[src/rtl/gcm_aes_host_ctrl_if.sv]
// Host block stream into gcm_aes_host_ctrl: valid/ready transfer of 128-bit AAD or plaintext blocks.
interface gcm_aes_host_ctrl_if;
  logic         i_blk_valid;
  logic         o_blk_ready;
  logic [0:127] i_blk_data;
  logic         i_blk_is_aad;

  modport master (output i_blk_valid, i_blk_data, i_blk_is_aad, input o_blk_ready);
  modport slave  (input i_blk_valid, i_blk_data, i_blk_is_aad, output o_blk_ready);
endinterface

[src/rtl/gcm_aes_host_ctrl.sv]
// Host-side sequencer for the gcm_aes core: turns a block stream into the
// new_instance/pt_instance pulse protocol and collects ciphertext and tag.
//
// state | meaning
// IDLE  | waiting for i_start
// LOAD  | taking AAD block 0 (or skipping when there is no AAD)
// SETUP | o_new_instance held for key/H setup
// AAD   | AAD blocks 1..n-1, one per cycle, no gaps
// HWAIT | idle gap before the first plaintext block
// PT    | taking one plaintext block
// CPW   | waiting for the core's ciphertext
// TAGW  | waiting for the core's tag
module gcm_aes_host_ctrl #(
  parameter int NEW_HOLD = 3,
  parameter int H_WAIT   = 14,
  parameter int TIMEOUT  = 64
) (
  input  logic                  clk,
  input  logic                  rst_n,
  input  logic                  i_start,
  input  logic [0:127]          i_key,
  input  logic [0:95]           i_iv,
  input  logic [63:0]           i_aad_bits,
  input  logic [63:0]           i_pt_bits,
  gcm_aes_host_ctrl_if.slave    blk,
  output logic                  o_ct_valid,
  output logic [0:127]          o_ct_data,
  output logic                  o_tag_valid,
  output logic [0:127]          o_tag,
  output logic                  o_busy,
  output logic                  o_error,
  output logic                  o_new_instance,
  output logic                  o_pt_instance,
  output logic [0:127]          o_cipher_key,
  output logic [0:95]           o_iv,
  output logic [0:127]          o_aad,
  output logic [0:127]          o_plain_text,
  output logic [63:0]           o_plain_text_size,
  output logic [63:0]           o_aad_size,
  input  logic [0:127]          i_cipher_text,
  input  logic [0:127]          i_tag,
  input  logic                  i_cp_ready,
  input  logic                  i_tag_ready
);

  localparam logic [2:0] IDLE  = 3'd0;
  localparam logic [2:0] LOAD  = 3'd1;
  localparam logic [2:0] SETUP = 3'd2;
  localparam logic [2:0] AAD   = 3'd3;
  localparam logic [2:0] HWAIT = 3'd4;
  localparam logic [2:0] PT    = 3'd5;
  localparam logic [2:0] CPW   = 3'd6;
  localparam logic [2:0] TAGW  = 3'd7;

  localparam logic [15:0] NEW_LD = 16'(NEW_HOLD - 1);
  localparam logic [15:0] H_LD   = 16'(H_WAIT - 1);
  localparam logic [15:0] TO_LD  = 16'(TIMEOUT - 1);

  logic [2:0]   state;
  logic [15:0]  timer;
  logic [63:0]  aad_left;
  logic [63:0]  pt_left;
  logic [63:0]  n_aad;
  logic [63:0]  n_pt;
  logic         blk_ready;
  logic         accept;
  logic         last_pt;
  logic [6:0]   rem_bits;
  logic [0:127] ct_mask;

  // 65-bit add so an all-ones length still rounds up correctly
  assign n_aad = 64'(({1'b0, i_aad_bits} + 65'd127) >> 7);
  assign n_pt  = 64'(({1'b0, i_pt_bits} + 65'd127) >> 7);

  always_comb begin
    blk_ready = 1'b0;
    case (state)
      LOAD:    blk_ready = (aad_left != 64'd0);
      AAD, PT: blk_ready = 1'b1;
      default: blk_ready = 1'b0;
    endcase
  end

  assign blk.o_blk_ready = blk_ready;
  assign accept          = blk.i_blk_valid & blk_ready;
  assign o_busy          = (state != IDLE);
  assign o_new_instance  = (state == SETUP);
  assign last_pt         = (pt_left == 64'd1);
  assign rem_bits        = o_plain_text_size[6:0];
  // Index 0 is the first bit, so shifting right clears the tail of the block
  assign ct_mask = (last_pt && rem_bits != 7'd0) ? ~({128{1'b1}} >> rem_bits) : {128{1'b1}};

  always_ff @(posedge clk or negedge rst_n) begin
    if (!rst_n) begin
      state             <= IDLE;
      timer             <= '0;
      aad_left          <= '0;
      pt_left           <= '0;
      o_ct_valid        <= 1'b0;
      o_ct_data         <= '0;
      o_tag_valid       <= 1'b0;
      o_tag             <= '0;
      o_error           <= 1'b0;
      o_pt_instance     <= 1'b0;
      o_cipher_key      <= '0;
      o_iv              <= '0;
      o_aad             <= '0;
      o_plain_text      <= '0;
      o_plain_text_size <= '0;
      o_aad_size        <= '0;
    end else begin
      o_pt_instance <= 1'b0;
      o_ct_valid    <= 1'b0;
      o_tag_valid   <= 1'b0;
      case (state)
        IDLE: if (i_start) begin
          o_cipher_key      <= i_key;
          o_iv              <= i_iv;
          o_aad_size        <= i_aad_bits;
          o_plain_text_size <= i_pt_bits;
          aad_left          <= n_aad;
          pt_left           <= n_pt;
          o_aad             <= '0;
          o_error           <= 1'b0;
          state             <= LOAD;
        end
        LOAD: if (aad_left == 64'd0) begin
          state <= SETUP;
          timer <= NEW_LD;
        end else if (accept) begin
          if (!blk.i_blk_is_aad) begin
            o_error <= 1'b1;
            state   <= IDLE;
          end else begin
            o_aad    <= blk.i_blk_data;
            aad_left <= aad_left - 64'd1;
            state    <= SETUP;
            timer    <= NEW_LD;
          end
        end
        SETUP: if (timer == 16'd0) begin
          state <= (aad_left != 64'd0) ? AAD : HWAIT;
          timer <= H_LD;
        end else begin
          timer <= timer - 16'd1;
        end
        AAD: if (!blk.i_blk_valid || !blk.i_blk_is_aad) begin
          o_error <= 1'b1;
          state   <= IDLE;
        end else begin
          o_aad    <= blk.i_blk_data;
          aad_left <= aad_left - 64'd1;
          if (aad_left == 64'd1) begin
            state <= HWAIT;
            timer <= H_LD;
          end
        end
        HWAIT: if (timer == 16'd0) begin
          state <= (pt_left != 64'd0) ? PT : TAGW;
          timer <= TO_LD;
        end else begin
          timer <= timer - 16'd1;
        end
        PT: if (accept) begin
          if (blk.i_blk_is_aad) begin
            o_error <= 1'b1;
            state   <= IDLE;
          end else begin
            o_plain_text  <= blk.i_blk_data;
            o_pt_instance <= 1'b1;
            state         <= CPW;
            timer         <= TO_LD;
          end
        end
        CPW: if (i_cp_ready) begin
          o_ct_data  <= i_cipher_text & ct_mask;
          o_ct_valid <= 1'b1;
          pt_left    <= pt_left - 64'd1;
          state      <= last_pt ? TAGW : PT;
          timer      <= TO_LD;
        end else if (timer == 16'd0) begin
          o_error <= 1'b1;
          state   <= IDLE;
        end else begin
          timer <= timer - 16'd1;
        end
        TAGW: if (i_tag_ready) begin
          o_tag       <= i_tag;
          o_tag_valid <= 1'b1;
          state       <= IDLE;
        end else if (timer == 16'd0) begin
          o_error <= 1'b1;
          state   <= IDLE;
        end else begin
          timer <= timer - 16'd1;
        end
        default: state <= IDLE;
      endcase
    end
  end

endmodule

[src/flat_wrapper.sv]
// flat-port wrapper written by rule: the top's interface ports become plain ports
module gcm_aes_host_ctrl_flat 
#(
  parameter int NEW_HOLD = 3,
  parameter int H_WAIT   = 14,
  parameter int TIMEOUT  = 64
)
  (clk, rst_n, i_start, i_key, i_iv, i_aad_bits, i_pt_bits, o_ct_valid, o_ct_data, o_tag_valid, o_tag, o_busy, o_error, o_new_instance, o_pt_instance, o_cipher_key, o_iv, o_aad, o_plain_text, o_plain_text_size, o_aad_size, i_cipher_text, i_tag, i_cp_ready, i_tag_ready, blk_i_blk_valid, blk_i_blk_data, blk_i_blk_is_aad, blk_o_blk_ready);
  gcm_aes_host_ctrl_if blk_i ();
  input  logic clk;
  input  logic rst_n;
  input  logic i_start;
  input  logic [0:127] i_key;
  input  logic [0:95] i_iv;
  input  logic [63:0] i_aad_bits;
  input  logic [63:0] i_pt_bits;
  output logic o_ct_valid;
  output logic [0:127] o_ct_data;
  output logic o_tag_valid;
  output logic [0:127] o_tag;
  output logic o_busy;
  output logic o_error;
  output logic o_new_instance;
  output logic o_pt_instance;
  output logic [0:127] o_cipher_key;
  output logic [0:95] o_iv;
  output logic [0:127] o_aad;
  output logic [0:127] o_plain_text;
  output logic [63:0] o_plain_text_size;
  output logic [63:0] o_aad_size;
  input  logic [0:127] i_cipher_text;
  input  logic [0:127] i_tag;
  input  logic i_cp_ready;
  input  logic i_tag_ready;
  input wire logic [$bits(blk_i.i_blk_valid)-1:0] blk_i_blk_valid;
  input wire logic [$bits(blk_i.i_blk_data)-1:0] blk_i_blk_data;
  input wire logic [$bits(blk_i.i_blk_is_aad)-1:0] blk_i_blk_is_aad;
  output wire logic [$bits(blk_i.o_blk_ready)-1:0] blk_o_blk_ready;
  assign blk_i.i_blk_valid = blk_i_blk_valid;
  assign blk_i.i_blk_data = blk_i_blk_data;
  assign blk_i.i_blk_is_aad = blk_i_blk_is_aad;
  assign blk_o_blk_ready = blk_i.o_blk_ready;
  gcm_aes_host_ctrl #(.NEW_HOLD(NEW_HOLD), .H_WAIT(H_WAIT), .TIMEOUT(TIMEOUT)) u_core (.clk(clk), .rst_n(rst_n), .i_start(i_start), .i_key(i_key), .i_iv(i_iv), .i_aad_bits(i_aad_bits), .i_pt_bits(i_pt_bits), .blk(blk_i), .o_ct_valid(o_ct_valid), .o_ct_data(o_ct_data), .o_tag_valid(o_tag_valid), .o_tag(o_tag), .o_busy(o_busy), .o_error(o_error), .o_new_instance(o_new_instance), .o_pt_instance(o_pt_instance), .o_cipher_key(o_cipher_key), .o_iv(o_iv), .o_aad(o_aad), .o_plain_text(o_plain_text), .o_plain_text_size(o_plain_text_size), .o_aad_size(o_aad_size), .i_cipher_text(i_cipher_text), .i_tag(i_tag), .i_cp_ready(i_cp_ready), .i_tag_ready(i_tag_ready));
endmodule
[config.mk]
export PLATFORM = sky130hd
export DESIGN_NAME = gcm_aes_host_ctrl_flat
export DESIGN_NICKNAME = d
export VERILOG_FILES = /design/src/rtl/gcm_aes_host_ctrl_if.sv /design/src/rtl/gcm_aes_host_ctrl.sv /design/src/flat_wrapper.sv
export SDC_FILE = /design/constraint.sdc
export NUM_CORES = 2
export LEC_CHECK = 0
export CAP_MARGIN = 20
export CORE_AREA = 2 2 636 638
export CTS_BUF_LIST = sky130_fd_sc_hd__clkbuf_2
export CTS_CLUSTER_DIAMETER = 50
export DETAILED_ROUTE_END_ITERATION = 7
export DIE_AREA = 0 0 638 640
export PLACE_DENSITY = 0.34
export SYNTH_ARGS = -nofsm -noshare
export SYNTH_HDL_FRONTEND = slang
export SYNTH_SLANG_ARGS = --single-unit
[constraint.sdc]
create_clock -name clk -period 4.6 [get_ports clk]
set_clock_uncertainty 0.1 [all_clocks]
set_input_delay 0.92 -clock clk [delete_from_list [all_inputs] [get_ports clk]]
set_output_delay 0.92 -clock clk [all_outputs]
set_load 0.005 [all_outputs]
==> metrics.md <==
| Metric | Value |
|---|---|
| Status | `finished, violations left` |
| Failing checks | `negative setup slack` |
| I/O Buffers | `1,613` |
| Core area | `0.401 mm^2` |
| Crit path capture type | `output port` |
| Antenna violations before repair | `90` |
| Clock root buffer | `clkbuf_2` |
| Area Overhead vs Synth | `90.1%` |
| Router iterations before antenna repair | `6` |
| Max-Cap Viols | `0` |
| Post-route ant nets | `0` |
| Placer Congestion | `0.887` |
| TritonCTS Buffers | `336` |
| Filler Cell Count | `44,500` |
| RSZ-0062 raised after global routing | `true` |
| Worst reg2reg path depth | `9` |
| Crit Path Max Fanout | `2` |
| P per Cell Area | `537 mW/mm^2` |
| Top_reg_cell synth | `dfrtp_1` |
| Cells after Synth | `5,391` |
| Gr usage total | `0.144` |
| # rows | `233` |
| Vias per cell | `3.72` |
| Post-synth EDFFs | `0` |
| Worst-Skew Late Latency | `1.88 ns` |
| Die area | `0.408 mm^2` |
| Yosys Warn Count | `0` |
| Gr ovfl total | `0` |
| Post-synth cell types | `80` |
| Top cell type's share of synthesized area | `0.559` |
| Mapped cell area | `0.0454 mm^2` |
| Worst EP required | `3.58 ns` |
| First-pass GRT wire length | `427,000 um` |
| Post-synthesis async set-or-reset flop share | `1.00` |
| Fin cells | `14,200` |
| Crit path from | `u_core.aad_left[1]` |
| Post-Syn Area per Cell | `8.43 um^2` |
| Final hold violation count | `0` |
| Synth Register Bits | `1,015` |
| Initial Utilization | `0.113` |
| Reg2reg end | `u_core.o_ct_data[43]` |
| Worst Tran Pin Value | `1.04 ns` |
| Setup Crit Path Kind | `flip-flop to output port` |
| Die width | `638 um` |
| Post-DP HPWL | `233,000 um` |
| Post-synthesis sequential area ratio | `0.559` |
| Min cycle time layout | `4.77 ns` |
| Final setup TNS | `-0.165 ns` |
| Setup crit end | `blk_o_blk_ready` |
| Fmax | `210 MHz` |
| Clock sink count | `1,015` |
| Leakage | `37.9 nW` |
| Reg2Reg Setup Slack | `0.27 ns` |
| Syn_nets | `6,142` |
| Fin Hold WS | `0.362 ns` |
| Layout cells sized above 1 | `0.0902` |
| Initial DRC count | `3,075` |
| Nets | `9,402` |
| Worst-path clk slew | `0.11 ns` |
| Placed Cells | `12,200` |
| Endpoints failing setup | `1` |
| Slew margin rel. | `0.305` |
| Clk buf depth | `4` |
| Final Util | `0.215` |
| Synth top area cells | `dfrtp_1 56%, nand2_1 19%, o21ai_0 4.0%` |
| Crit share post-route | `1.04` |
| Vias in the first global route | `55,200` |
| Cell taking the most area after synthesis | `dfrtp_1` |
| Final Max Tran Viols | `0` |
| TritonCTS clock tree | `yes` |
| Wirelength per Cell | `21.5 um` |
| PnR worst setup slack | `-0.165 ns` |
| Detailed-route via count | `52,800` |
| Final wirelength | `305,000 um` |
| Largest net degree at the start of global routing | `188` |
| CTS H-Tree Depth | `5` |
| Hold WC Path Type | `input port to flip-flop` |
| Drt drc | `0` |
| Die Y | `640 um` |
| RR Startpoint | `u_core.pt_left[45]` |
| VDD IR max | `0.000324 V` |
| Startpoint Class | `flip-flop` |
| CP arrival | `3.75 ns` |
| Dpl ws | `0.494 ns` |
| # IOs | `1,614` |
routing by layer:
metal / wire [um] / track usage / vias up
li1: - / - / 24500
met1: 123000 / 0.168 / 25900
met2: 149000 / 0.249 / 1766
met3: 22000 / 0.0432 / 525
met4: 11100 / 0.0491 / 38
met5: 256 / 0 / -
registers in the layout, indices dropped and copies added (netlist names):
name                      flops
u_core.o_tag                128
u_core.pt_left               64
u_core.o_iv                  96
u_core.o_aad                128
u_core.o_plain_text_size     64
u_core.o_tag_valid            1
u_core.o_error                1
u_core.timer                 16
u_core.o_ct_valid             1
u_core.o_cipher_key         128
u_core.o_pt_instance          1
u_core.aad_left              64
u_core.o_plain_text         128
u_core.state                  3
u_core.o_aad_size            64
u_core.o_ct_data            128
cells in the final DEF (no fill, tap or decap), types with 10 or more instances in the layout:
master | Yosys | final
nor4_1 | 46 | 39
xor2_1 | 48 | 48
inv_1 | 39 | 34
nor3_1 | 102 | 99
mux2i_1 | 16 | 16
nand2_1 | 2347 | 2345
o31ai_1 | 13 | 13
o211ai_1 | 10 | 10
a211oi_1 | 11 | 11
or2_2 | 11 | 11
xnor2_1 | 58 | 58
o22ai_1 | 22 | 22
clkinv_1 | 1 | 49
buf_12 | 0 | 27
dlygate4sd3_1 | 0 | 1432
clkdlybuf4s50_1 | 0 | 1606
dfrtp_1 | 1015 | 1010
a31oi_1 | 22 | 22
and3_1 | 18 | 18
clkbuf_2 | 0 | 488
or4_1 | 18 | 16
and4_1 | 13 | 13
a21o_1 | 14 | 14
a21oi_1 | 140 | 139
or3_1 | 35 | 32
nand3_1 | 214 | 214
nand2b_1 | 15 | 14
o21a_1 | 11 | 11
buf_4 | 0 | 167
nor2_1 | 199 | 194
nand4_1 | 60 | 60
diode_2 | 0 | 35
and2_1 | 30 | 30
o21ai_1 | 11 | 12
o21ai_0 | 360 | 359
cells by family after synthesis:
logic type	share of synthesized area
flops	0.559
fa+ha+maj	0.00242
simple gates	0.287
xor+xnor	0.0204
buf+inv	0.0305
compound gates	0.0953
mux	0.00526
per-stage QoR:
step	power, mW	area (um^2)
floorplan	22.8	45400
global placement	37.7	68700
detailed placement	37.8	68700
CTS	47.6	86300
global route	50.1	86400
finish	46.3	86400
power breakdown:
group	internal (mW)	total, mW	switching [mW]
combinational	10.6	22.6	12.0
sequential	13.0	15.8	2.85
clock	3.15	7.92	4.76
total	26.7	46.3	19.7
worst min-delay path by stage:
| stage | from | endpoint | cells after the start |
|---|---|---|---|
| finish | i_cipher_text[82] | u_core.o_ct_data[82] | 4 |
| global route | i_key[24] | u_core.o_cipher_key[24] | 4 |
| CTS | i_aad_bits[33] | u_core.o_aad_size[33] | 4 |
| detailed placement | u_core.o_aad[25] | u_core.o_aad[25] | 2 |
| global placement | u_core.o_aad[104] | u_core.o_aad[104] | 2 |
| floorplan | u_core.pt_left[34] | u_core.pt_left[34] | 1 |
cell usage after synthesis, types with 19 or more instances:
| cell | count |
|---|---|
| o21ai_0 | 360 |
| xor2_1 | 48 |
| a31oi_1 | 22 |
| nand2_1 | 2347 |
| nor3_1 | 102 |
| dfrtp_1 | 1015 |
| nand4_1 | 60 |
| xnor2_1 | 58 |
| or3_1 | 35 |
| and2_1 | 30 |
| inv_1 | 39 |
| nand3_1 | 214 |
| buf_1 | 19 |
| a21oi_1 | 140 |
| nor4_1 | 46 |
| nor2_1 | 199 |
| o22ai_1 | 22 |
| clkbuf_1 | 296 |
timing repair:
| item | CTS | global route |
|---|---|---|
| setup endpoints to repair | 6 | 3 |
| gates cloned | 0 | 0 |
| endpoints found under the hold margin | 2016 | 0 |
| hold buffers | 1433 | 0 |
| resized for setup | 42 | 4 |
| buffers inserted | 16 | 1 |
| pin swaps | 3 | 2 |
critical path, stage by stage (launching register included):
cell and delay [ns]:
dfrtp_1 0.40, inv_2 0.09, ha_4 0.13, or3b_4 0.39, nor3_2 0.15, buf_4 0.14, nand4bb_1 0.12, buf_6 0.15
nor2_4 0.09, a21oi_2 0.07, buf_6 0.15
final cells by class:
cell class | instances | area (um^2) | area share
tap | 5287 | 6620 | 0.0766
inverter | 40 | 155 | 0.00180
timing repair buffer | 3244 | 32300 | 0.374
clock inverter | 76 | 498 | 0.00576
multi-input combinational | 4014 | 18800 | 0.218
sequential | 1015 | 25400 | 0.294
clock buffer | 488 | 2440 | 0.0283
antenna | 35 | 87.6 | 0.00101
Power figures use the tool's default switching activity.
